### config.mk
export PLATFORM = sky130hd
export DESIGN_NAME = spi_slave_regfile_flat
export DESIGN_NICKNAME = d
export VERILOG_FILES = /design/src/rtl/spi_pkg.sv /design/src/rtl/spi_slave_regfile_if.sv /design/src/rtl/spi_pin_sync.sv /design/src/rtl/spi_slave_regfile.sv /design/src/flat_wrapper.sv
export SDC_FILE = /design/constraint.sdc
export NUM_CORES = 1
export LEC_CHECK = 0
export BUFFER_PORTS_ARGS = -buffer_cell sky130_fd_sc_hd__buf_2
export CAP_MARGIN = 5
export CORE_MARGIN = 2
export CORE_UTILIZATION = 62
export DETAILED_ROUTE_END_ITERATION = 10
export PLACE_DENSITY = 0.8
export SLEW_MARGIN = 20
export SYNTH_ARGS = -nofsm -noshare
export SYNTH_HDL_FRONTEND = slang
export SYNTH_HIERARCHICAL = 1
export SYNTH_SLANG_ARGS = --single-unit
export TNS_END_PERCENT = 10
### constraint.sdc
create_clock -name clk_50M -period 2.4 [get_ports clk_50M]
set_input_delay 0.12 -clock clk_50M [delete_from_list [all_inputs] [get_ports clk_50M]]
set_output_delay 0.12 -clock clk_50M [all_outputs]
set_load 0.005 [all_outputs]
### src/rtl/spi_pkg.sv
// Shared definitions for the SPI slave register file: FSM states, command
// byte layout and frame geometry.
package spi_pkg;

  // Frame-level FSM states.
  typedef enum logic [2:0] {
    IDLE    = 3'd0,
    CMD     = 3'd1,
    DATA    = 3'd2,
    DONE    = 3'd3,
    WAIT_SS = 3'd4
  } state_t;

  // Command byte: bit7 = write flag, bits2:0 = register address.
  localparam int CMD_W_BIT  = 7;
  localparam int ADDR_W     = 3;
  localparam int CMD_BITS   = 8;
  localparam int FRAME_BITS = 16;
  localparam int NUM_REGS   = 8;

  // Bit counter is 5 bits wide and parks at the frame length.
  localparam logic [4:0] BIT_CNT_CMD_LAST  = 5'(CMD_BITS - 1);
  localparam logic [4:0] BIT_CNT_DATA_LAST = 5'(FRAME_BITS - 1);
  localparam logic [4:0] BIT_CNT_MAX       = 5'(FRAME_BITS);

  // Reset value of register n taken from the packed initialisation vector.
  function automatic logic [7:0] init_byte(input logic [63:0] init, input int idx);
    return init[idx*8 +: 8];
  endfunction

endpackage

### src/rtl/spi_slave_regfile_if.sv
// SPI pin bundle between the team's SPI master and this slave endpoint.
interface spi_slave_regfile_if;
  logic SCLK;
  logic SS;
  logic MOSI_bit;
  logic MISO_bit;

  modport master (
    output SCLK,
    output SS,
    output MOSI_bit,
    input  MISO_bit
  );

  modport slave (
    input  SCLK,
    input  SS,
    input  MOSI_bit,
    output MISO_bit
  );
endinterface

### src/rtl/spi_pin_sync.sv
// Multi-flop synchronizer for one asynchronous SPI pin, with single-cycle
// rise/fall pulses derived from the synchronized level. The chain resets to
// 0 so that a slave select still held low across a reset does not look like
// a fresh falling edge once reset is released.
module spi_pin_sync #(
  parameter int STAGES = 2
) (
  input  logic clk,
  input  logic rst_n,
  input  logic din,
  output logic level,
  output logic rise,
  output logic fall
);

  logic [STAGES-1:0] chain_r;
  logic              prev_r;

  // Shift the pin through the synchronizer and keep one older sample for edges.
  always_ff @(posedge clk or negedge rst_n) begin
    if (!rst_n) begin
      chain_r <= '0;
      prev_r  <= 1'b0;
    end else begin
      chain_r <= {chain_r[STAGES-2:0], din};
      prev_r  <= chain_r[STAGES-1];
    end
  end

  assign level = chain_r[STAGES-1];
  assign rise  = chain_r[STAGES-1] & ~prev_r;
  assign fall  = ~chain_r[STAGES-1] & prev_r;

endmodule

### src/rtl/spi_slave_regfile.sv
// SPI mode-0 slave with an 8 x 8-bit register file. Each 16-bit frame is a
// command byte (W flag + 3-bit address) followed by one data byte. All SPI
// pins are oversampled in the clk_50M domain.
module spi_slave_regfile
  import spi_pkg::*;
#(
  parameter logic [63:0] REG_INIT    = 64'h0000_0000_0000_0000,
  parameter logic [7:0]  DEV_ID      = 8'hA5,
  parameter int          SYNC_STAGES = 2
) (
  input  logic                  clk_50M,
  input  logic                  reset,
  spi_slave_regfile_if.slave    spi,
  output logic                  wr_strobe,
  output logic                  frame_done,
  output logic [ADDR_W-1:0]     last_addr,
  output logic [7:0]            last_data
);

  // Synchronized pin views.
  logic sclk_lvl_s;
  logic sclk_rise_s;
  logic sclk_fall_s;
  logic ss_lvl_s;
  logic ss_rise_unused;
  logic ss_fall_s;
  logic mosi_lvl_s;
  logic mosi_rise_unused;
  logic mosi_fall_unused;

  spi_pin_sync #(.STAGES(SYNC_STAGES)) u_sync_sclk (
    .clk   (clk_50M),
    .rst_n (reset),
    .din   (spi.SCLK),
    .level (sclk_lvl_s),
    .rise  (sclk_rise_s),
    .fall  (sclk_fall_s)
  );

  spi_pin_sync #(.STAGES(SYNC_STAGES)) u_sync_ss (
    .clk   (clk_50M),
    .rst_n (reset),
    .din   (spi.SS),
    .level (ss_lvl_s),
    .rise  (ss_rise_unused),
    .fall  (ss_fall_s)
  );

  spi_pin_sync #(.STAGES(SYNC_STAGES)) u_sync_mosi (
    .clk   (clk_50M),
    .rst_n (reset),
    .din   (spi.MOSI_bit),
    .level (mosi_lvl_s),
    .rise  (mosi_rise_unused),
    .fall  (mosi_fall_unused)
  );

  // Frame state.
  state_t              state_r;
  logic [4:0]          bit_cnt_r;
  logic [4:0]          bit_cnt_inc_s;
  // Only the first seven command bits are stored; the eighth is taken
  // straight from MOSI on the rise that completes the command byte.
  logic [6:0]          cmd_sr_r;
  logic [ADDR_W-1:0]   cmd_addr_s;
  logic [ADDR_W-1:0]   addr_r;
  logic                w_r;
  logic [7:0]          tx_sr_r;
  logic [7:0]          rx_sr_r;
  logic [7:0]          rd_byte_r;
  logic [7:0]          rd_byte_s;
  logic                miso_r;
  logic                wr_strobe_r;
  logic                frame_done_r;
  logic [ADDR_W-1:0]   last_addr_r;
  logic [7:0]          last_data_r;
  logic [7:0]          regs_r [1:NUM_REGS-1];

  // Address being formed on the final command-bit rise.
  assign cmd_addr_s = {cmd_sr_r[ADDR_W-2:0], mosi_lvl_s};

  // Saturating bit counter increment, so extra SCLK cycles never wrap it.
  assign bit_cnt_inc_s = (bit_cnt_r < BIT_CNT_MAX) ? (bit_cnt_r + 5'd1) : bit_cnt_r;

  // Read mux: address 0 is the read-only device ID, others come from the file.
  always_comb begin
    rd_byte_s = DEV_ID;
    for (int i = 1; i < NUM_REGS; i++) begin
      if (cmd_addr_s == ADDR_W'(i)) begin
        rd_byte_s = regs_r[i];
      end else begin
        rd_byte_s = rd_byte_s;
      end
    end
  end

  // Frame FSM, shift registers, register file and all registered outputs.
  always_ff @(posedge clk_50M or negedge reset) begin
    if (!reset) begin
      state_r      <= IDLE;
      bit_cnt_r    <= 5'd0;
      cmd_sr_r     <= 7'd0;
      addr_r       <= '0;
      w_r          <= 1'b0;
      tx_sr_r      <= 8'd0;
      rx_sr_r      <= 8'd0;
      rd_byte_r    <= 8'd0;
      miso_r       <= 1'b0;
      wr_strobe_r  <= 1'b0;
      frame_done_r <= 1'b0;
      last_addr_r  <= '0;
      last_data_r  <= 8'd0;
      for (int i = 1; i < NUM_REGS; i++) begin
        regs_r[i] <= init_byte(REG_INIT, i);
      end
    end else begin
      wr_strobe_r  <= 1'b0;
      frame_done_r <= 1'b0;
      if (ss_lvl_s) begin
        // Deselected: abandon any partial frame; SS beats a coincident SCLK edge.
        state_r   <= IDLE;
        bit_cnt_r <= 5'd0;
        miso_r    <= 1'b0;
      end else begin
        case (state_r)
          IDLE: begin
            miso_r <= 1'b0;
            if (ss_fall_s) begin
              bit_cnt_r <= 5'd0;
              state_r   <= CMD;
            end else begin
              state_r <= IDLE;
            end
          end
          CMD: begin
            if (sclk_rise_s) begin
              cmd_sr_r  <= {cmd_sr_r[5:0], mosi_lvl_s};
              bit_cnt_r <= bit_cnt_inc_s;
              if (bit_cnt_r == BIT_CNT_CMD_LAST) begin
                addr_r  <= cmd_addr_s;
                w_r     <= cmd_sr_r[CMD_W_BIT-1];
                state_r <= DATA;
                if (!cmd_sr_r[CMD_W_BIT-1]) begin
                  tx_sr_r   <= rd_byte_s;
                  rd_byte_r <= rd_byte_s;
                  miso_r    <= rd_byte_s[7];
                end else begin
                  miso_r <= 1'b0;
                end
              end else begin
                state_r <= CMD;
              end
            end else begin
              state_r <= CMD;
            end
          end
          DATA: begin
            if (w_r) begin
              miso_r <= 1'b0;
              if (sclk_rise_s) begin
                rx_sr_r <= {rx_sr_r[6:0], mosi_lvl_s};
              end else begin
                rx_sr_r <= rx_sr_r;
              end
            end else if (sclk_fall_s) begin
              // MISO presents the current MSB, then the shifter advances.
              miso_r  <= tx_sr_r[7];
              tx_sr_r <= {tx_sr_r[6:0], 1'b0};
            end else begin
              miso_r <= miso_r;
            end
            if (sclk_rise_s) begin
              bit_cnt_r <= bit_cnt_inc_s;
              if (bit_cnt_r == BIT_CNT_DATA_LAST) begin
                state_r <= DONE;
              end else begin
                state_r <= DATA;
              end
            end else begin
              state_r <= DATA;
            end
          end
          DONE: begin
            miso_r       <= 1'b0;
            frame_done_r <= 1'b1;
            last_addr_r  <= addr_r;
            if (w_r) begin
              wr_strobe_r <= 1'b1;
              last_data_r <= rx_sr_r;
              // Address 0 is read-only: the strobe still fires, storage does not.
              for (int i = 1; i < NUM_REGS; i++) begin
                if (addr_r == ADDR_W'(i)) begin
                  regs_r[i] <= rx_sr_r;
                end else begin
                  regs_r[i] <= regs_r[i];
                end
              end
            end else begin
              last_data_r <= rd_byte_r;
            end
            state_r <= WAIT_SS;
          end
          WAIT_SS: begin
            miso_r  <= 1'b0;
            state_r <= WAIT_SS;
          end
          default: begin
            miso_r  <= 1'b0;
            state_r <= IDLE;
          end
        endcase
      end
    end
  end

  assign spi.MISO_bit = miso_r;
  assign wr_strobe    = wr_strobe_r;
  assign frame_done   = frame_done_r;
  assign last_addr    = last_addr_r;
  assign last_data    = last_data_r;

endmodule
### src/flat_wrapper.sv
// flat-port wrapper written by rule: the top's interface ports become plain ports
module spi_slave_regfile_flat import spi_pkg::*;
#(
  parameter logic [63:0] REG_INIT    = 64'h0000_0000_0000_0000,
  parameter logic [7:0]  DEV_ID      = 8'hA5,
  parameter int          SYNC_STAGES = 2
)
  (clk_50M, reset, wr_strobe, frame_done, last_addr, last_data, spi_SCLK, spi_SS, spi_MOSI_bit, spi_MISO_bit);
  spi_slave_regfile_if spi_i ();
  input  logic clk_50M;
  input  logic reset;
  output logic wr_strobe;
  output logic frame_done;
  output logic [ADDR_W-1:0] last_addr;
  output logic [7:0] last_data;
  input wire logic [$bits(spi_i.SCLK)-1:0] spi_SCLK;
  input wire logic [$bits(spi_i.SS)-1:0] spi_SS;
  input wire logic [$bits(spi_i.MOSI_bit)-1:0] spi_MOSI_bit;
  output wire logic [$bits(spi_i.MISO_bit)-1:0] spi_MISO_bit;
  assign spi_i.SCLK = spi_SCLK;
  assign spi_i.SS = spi_SS;
  assign spi_i.MOSI_bit = spi_MOSI_bit;
  assign spi_MISO_bit = spi_i.MISO_bit;
  spi_slave_regfile #(.REG_INIT(REG_INIT), .DEV_ID(DEV_ID), .SYNC_STAGES(SYNC_STAGES)) u_core (.clk_50M(clk_50M), .reset(reset), .spi(spi_i), .wr_strobe(wr_strobe), .frame_done(frame_done), .last_addr(last_addr), .last_data(last_data));
endmodule
Yosys cells after proc, flatten, opt, wreduce, memory -nomap -nowiden --
Index checks and enable logic that the tools add are counted.
Cells by class: divide/modulo/power cells 0, shift operators 0, $lt $le $gt $ge 1, multiply operators 0, $add $sub $neg 1, mux-type cells 38, bitwise logic cells 7, eq/ne operators 31, reduce and logical (&&, ||, !) cells 20
Operators by type and width (count):
- $mux W8 | 13
- $reduce_and A4 Y1 | 10
- $eq A3 B3 Y1 const B | 9
- $mux W5 | 4
- $eq A3 B2 Y1 const B | 6
- $pmux W8 S2 | 1
- $mux W1 | 14
- $pmux W3 S4 | 1
- $pmux W5 S2 | 1
- $eq A3 B1 Y1 const B | 3
- $ne A3 B2 Y1 const B | 3
- $reduce_and A7 Y1 | 1
- $ne A2 B1 Y1 const B | 3
- $ne A3 B1 Y1 const B | 2
- $reduce_and A3 Y1 | 2
- $add A5 B1 Y5 const B | 1
- $eq A5 B3 Y1 const B | 1
- $eq A5 B4 Y1 const B | 1
- $lt A5 B5 Y1 const B | 1
- $reduce_and A5 Y1 | 1
- $mux W2 | 2
- $ne A2 B2 Y1 const B | 2
- $ne A4 B2 Y1 const B | 1
- $not A1 Y1 | 4
- other kinds (8) | 11
Word-level totals: latch bits 0, register bits 121, bits in read-only memories 0, bits of input ports 5, output and inout bits 14, memories 0, logic and storage cells 123, bits in writable memories 0

Logic depth before layout (Yosys ltp) --
Gate-level depths: netlist of the first run.
depth after elaboration 13, mapped depth 7, gate-level depth less buffers 7

Modules after synthesis --
The synthesis of the first run kept the hierarchy.
Modules (own cells, without submodules):
- spi_slave_regfile | area each 5393.9 um^2, instances 1, sequential area each 2827.7 um^2, cells each 427
- spi_pin_sync | area each 90.1 um^2, instances 3, sequential area each 75.1 um^2, cells each 5

Worst setup path before layout of the first run --
OpenSTA, ideal clock, no wires.
path type register -> register, from register u_core.state_r[2], to register u_core/regs_r[24] in the netlist's numbering, path slack 0.499 ns, data arrival time 1.774 ns, stages on the path, launching flop included 8, buffers on the path 3, period minus slack after synthesis 1.901 ns, required time 2.272 ns, setup time 0.128 ns, cell sequence dfrtp_1 -> buf_6 -> nor4bb_1 -> buf_2 -> nor3b_4 -> and3b_1 -> buf_4 -> mux2_1
On the way: word-level cells in the longest chain between the ends 2
RTL lines:
- start: declaration | line spi_slave_regfile.sv:59 | state_t state_r;
- start signal: assignment | line spi_slave_regfile.sv:100 | state_r <= IDLE;
- start signal: assignment | line spi_slave_regfile.sv:121 | state_r <= IDLE;
- start signal: assignment | line spi_slave_regfile.sv:130 | state_r <= CMD;
- $eq A3 B2 Y1 | line spi_slave_regfile.sv:125 | case (state_r)
- $reduce_and A4 Y1 (no source line)
- end signal: indexed assignment | line spi_slave_regfile.sv:114 | regs_r[i] <= init_byte(REG_INIT, i);
- end signal: indexed assignment | line spi_slave_regfile.sv:193 | regs_r[i] <= rx_sr_r;
- end signal: indexed assignment | line spi_slave_regfile.sv:195 | regs_r[i] <= regs_r[i];
- end: declaration | line spi_slave_regfile.sv:77 | logic [7:0] regs_r [1:NUM_REGS-1];
No other way between the ends. A chain may end at the register's enable or synchronous reset.

Worst setup path after layout of the first run --
from register u_core.state_r[1], to register u_core/regs_r[31] in the netlist's numbering
The elaborated chain is that of the path after synthesis.

==> results.json, run 1 <==
{
  "drt-total-wl_mm": 12.3,
  "p_switching_mw": 1.13,
  "core_um2": 8760,
  "status": "finished clean",
  "required_ps": 2780,
  "antenna_found_initial": 0,
  "h-tree-depth": 4,
  "worst_pin_slew_ps": 715,
  "hold_violations": 0,
  "root_buffer": "clkbuf_8",
  "finalWorstSetupSlack_ps": 200,
  "maxCapViolCount": 0,
  "routabilityCongestion": 0.866,
  "utilization": 0.740,
  "sequentialPowerShare": 0.429,
  "max_freq_mhz": 454,
  "timing.setup.tns_ps": 0,
  "cts_sinks": 121,
  "numCtsBuffers": 17,
  "antenna_cells": 0,
  "ff2ff_setup_slack_ps": 200,
  "ioPinCount": 19,
  "clock_latency_ps": 510,
  "vias": 3682,
  "period_share": 0.917,
  "std_cell_rows": 34,
  "fin_skew_ps": 7.45,
  "fillers": 535,
  "die_area_um2": 9840,
  "ys.warnings.count": 6,
  "start_util": 0.641,
  "drc": 0,
  "nets": 472,
  "port_buffers": 18,
  "peakVddDrop_uv": 429,
  "power_mw": 4.91,
  "leakage_nw": 3.07,
  "drtAntennaViolNets": 0,
  "clock_power_share": 0.503,
  "grt_max_degree": 53,
  "start_kind": "flip-flop",
  "grt_pass1_wl_mm": 20.5,
  "critPathKind": "flip-flop to flip-flop",
  "rsz0062_at_grt": "no",
  "synth_nets": 445,
  "drt_iter0_markers": 187,
  "pwr-share-comb": 0.068,
  "design_area_um2": 6480,
  "post-place-ws_ps": 254,
  "viasPerCell": 6.29,
  "r2r_cells": 4,
  "synth_area_um2": 5620,
  "holdBufCountCts": 4,
  "p_sw_frac": 0.229,
  "place_hpwl_mm": 7.98,
  "clockBufferDepth": 2,
  "dp.cells": 550,
  "avgSynthCellArea_um2": 12.8,
  "cts_resized": 0,
  "synthCells": 438,
  "slew_violations": 0,
  "p_per_area_nw_per_um2": 758,
  "arrival_ps": 2580,
  "end_kind": "flip-flop",
  "setup_violations": 0,
  "path_clk_slew_ps": 60,
  "place_area_um2": 5860,
  "cts_tree": "done",
  "max-slew-margin-rel": 0.523,
  "globalRouteTotalUtil": 0.275,
  "p_int_mw": 3.79,
  "seq_area_um2": 3030,
  "min_period_ps": 2200,
  "area_growth_pct": 15.4,
  "min_path_type": "input port to async pin",
  "layout.cells.non_filler": 585,
  "post_cts_buffers": 0,
  "drive_gt1_frac": 0.348,
  "fp.dieH_um": 99.2,
  "wl_per_cell_um": 21.1,
  "firstDrtPassIters": 4,
  "holdWs_ps": 113,
  "multiInputGateArea_um2": 2430,
  "grt_pass1_vias": 3803,
  "crit_fanout": 13,
  "die_w_um": 99.2,
  "overflow": 0
}
[worst max-delay path: stages, from the launching register on]
cell      delay, ps
dfrtp_1         540
nor4bb_4        400
nor3b_4         300
and3b_1         440
mux2_1          390
[per-layer routing]
layer  wire length (um)  global-route usage  part of all wire
met5                  0                   0                 0
met4                239               0.114             0.019
met3                639              0.0604             0.052
met2               6160               0.436              0.50
met1               5290               0.373              0.43
[sequential cells by signal, indices dropped and copies added (netlist names), 2 cells and up]
name	flops
u_core/addr_r	3
u_core/cmd_sr_r	7
u_core/state_r	3
u_core/rx_sr_r	8
u_core/u_sync_mosi/chain_r	2
u_core/last_addr	3
u_core/tx_sr_r	8
u_core/u_sync_sclk/chain_r	2
u_core/regs_r	56
u_core/bit_cnt_r	5
u_core/u_sync_ss/chain_r	2
u_core/last_data	8
u_core/rd_byte_r	8
[cell usage in the layout (no fill, tap or decap), types with 5 or more instances in the layout]
cell type and count:
a21oi_1 21, a41oi_1 5, buf_2 17, buf_4 19
clkbuf_16 16, clkinv_2 5, dfrtp_1 121, inv_1 6
mux2_1 9, mux2_2 77, mux2i_1 19, nand2_1 11
nand3_1 5, nand3b_1 7, nor2_1 25, nor2b_1 9
o211ai_1 7
[power groups by stage]
stage | registers (mW) | clock network, mW | logic (mW)
finish | 2.11 | 2.47 | 0.332
global route | 2.11 | 2.60 | 0.363
detailed placement | 2.14 | 0 | 0.319
CTS | 2.11 | 2.50 | 0.330
global placement | 2.14 | 0 | 0.307
floorplan | 2.10 | 0 | 0.232
[worst paths after layout]
| check | to | from |
|---|---|---|
| max | u_core/regs_r[31] | u_core/state_r[1] |
| min | u_core/last_data[3] | reset |
| max reg2reg | u_core/regs_r[31] | u_core/state_r[1] |
| min reg2reg | u_core/u_sync_mosi/chain_r[1] | u_core/u_sync_mosi/chain_r[0] |
| max in group asynchronous | u_core/regs_r[47] | reset |
| min in group clk_50M | u_core/u_sync_mosi/chain_r[0] | spi_MOSI_bit |
[final cells by class]
cell class	count	share of cell area
clock buffer	18	0.0660
clock inverter	13	0.0237
inverter	6	0.00347
multi-input combinational	278	0.374
sequential	121	0.467
tap	108	0.0208
timing repair buffer	41	0.0444
No activity file was read; power rests on OpenSTA's default activity.
==> inputs of run 2 (changes only) <==
- PLACE_DENSITY: 0.8 -> 0.79
==> run 2 against run 1 <==
Via count increased by 1.0%. Routed wire length increased by 0.13%. Clock skew increased by 1.4 ps. Non-clock buffer count increased by 3. Sequential power about the same. Flip-flop and latch count unchanged. Worst hold slack improved by 49 ps. Setup slack got worse by 62 ps. Critical path depth increased by 1. Global-route usage decreased by 0.56 points. Cell area increased by 0.23%. Clock power about the same.
==> results.json, run 2 (synthesis results as in run 1) <==
{
  "status": "finished clean",
  "crit_path_start": "u_core/state_r[1]",
  "holdWs_ps": 161,
  "end_kind": "flip-flop",
  "clock_latency_ps": 520,
  "globalRouteTotalUtil": 0.270,
  "start_util": 0.641,
  "min_path_type": "input port to async pin",
  "max-slew-margin-rel": 0.551,
  "cts_tree": "done",
  "firstDrtPassIters": 5,
  "design_area_um2": 6500,
  "setup_violations": 0,
  "crit_fanout": 24,
  "period_share": 0.943,
  "numCtsBuffers": 17,
  "drc": 0,
  "max_freq_mhz": 442,
  "leakage_nw": 3.08,
  "met1_usage": 0.369,
  "layout.cells.non_filler": 589,
  "path_clk_slew_ps": 60,
  "slew_violations": 0,
  "routabilityCongestion": 0.806,
  "maxCapViolCount": 0,
  "antenna_found_initial": 0,
  "fillers": 568,
  "critPathKind": "flip-flop to flip-flop",
  "cts_sinks": 121,
  "peakVddDrop_uv": 504,
  "min_period_ps": 2260,
  "worst_pin_slew_ps": 673,
  "fin_skew_ps": 8.80,
  "root_buffer": "clkbuf_8",
  "die_w_um": 99.2,
  "dp.cells": 553,
  "hold_violations": 0,
  "start_kind": "flip-flop",
  "grt_util_met2": 0.422,
  "port_buffers": 18,
  "required_ps": 2800,
  "layout_common_cells": "dfrtp_1 (121), mux2_2 (77), nor2_1 (25), buf_4 (23), a21oi_1 (21)",
  "largest-register": "u_core/regs_r",
  "overflow": 0,
  "vias": 3720,
  "drt-total-wl_mm": 12.3,
  "core_um2": 8760,
  "cts_resized": 0,
  "timing.setup.tns_ps": 0,
  "arrival_ps": 2670,
  "die_area_um2": 9840,
  "viasPerCell": 6.32,
  "clockBufferDepth": 2,
  "drtAntennaViolNets": 0,
  "place_hpwl_mm": 7.93,
  "area_growth_pct": 15.6,
  "place_area_um2": 5870,
  "nets": 475,
  "wl_per_cell_um": 21.0,
  "grt_max_degree": 52,
  "grt_util_met3": 0.0647,
  "rsz0062_at_grt": "no",
  "p_per_area_nw_per_um2": 757,
  "layout_commonest_cell": "dfrtp_1",
  "std_cell_rows": 34,
  "antenna_cells": 0,
  "fp.dieH_um": 99.2,
  "grt_pass1_vias": 3820,
  "largest_reg_flops": 56,
  "ioPinCount": 19,
  "drive_gt1_frac": 0.353,
  "h-tree-depth": 4,
  "grt_pass1_wl_mm": 20.1,
  "regToRegStartpoint": "u_core/state_r[1]",
  "drt_iter0_markers": 220,
  "busiest_layer": "met2"
}
run 2: cell types whose count changed in the layout (fill, tap and decap cells not counted), sizes merged:
| cell | before | now |
|---|---|---|
| buf | 37 | 40 |
| clkbuf | 18 | 19 |
| bufinv | 3 | 2 |
| clkinvlp | 4 | 3 |
| inv | 6 | 8 |
run 2: stage by stage:
stage	worst slack, ps	utilization	total power [mW]
finish	137	0.741	4.92
CTS	151	0.741	4.95
global placement	257	0.670	2.46
detailed placement	162	0.670	2.47
floorplan	499	-	2.34
global route	22.2	0.741	5.07
run 2: worst paths after layout:
path                                            endpoint  slack [ps]  depth (start not counted)
setup / recovery                       u_core/regs_r[47]         140                          5
setup reg to reg                       u_core/regs_r[47]         140                          5
max in group asynchronous               u_core/regs_r[2]        1370                          3
hold reg to reg              u_core/u_sync_ss/chain_r[1]         350                          0
hold / removal                         u_core/regs_r[27]         160                          2
min in group clk_50M       u_core/u_sync_sclk/chain_r[0]         240                          2
run 2: per-layer routing:
layer | up-vias | part of all wire
li1 | 1674 | -
met1 | 1932 | 0.45
met2 | 97 | 0.49
met3 | 17 | 0.045
met4 | 0 | 0.019
met5 | - | 0
run 2: layout make-up:
| cell class | instances | area, um^2 | area share |
|---|---|---|---|
| Multi-Input combinational cell | 278 | 2430 | 0.373 |
| Clock inverter | 13 | 145 | 0.0223 |
| Timing Repair Buffer | 44 | 298 | 0.0458 |
| Clock buffer | 19 | 442 | 0.0680 |
| Sequential cell | 121 | 3030 | 0.466 |
| Tap cell | 108 | 135 | 0.0208 |
| Inverter | 6 | 22.5 | 0.00347 |
run 2: report_power, final:
group          internal [mW]  switching, mW
Combinational          0.138          0.203
Sequential              2.06         0.0408
Clock                   1.54          0.937
run 2: timing repair:
action	in CTS	in global routing
endpoints found under the setup margin	0	0
hold buffers	4	0
hold endpoints to repair	51	0
buffers inserted	0	0
run 2: critical path: stages (launching register included):
cell and delay [ps]:
dfrtp_1 530, nor4bb_4 370, buf_4 310, nand3_2 140, nor3_4 400, mux2_2 400
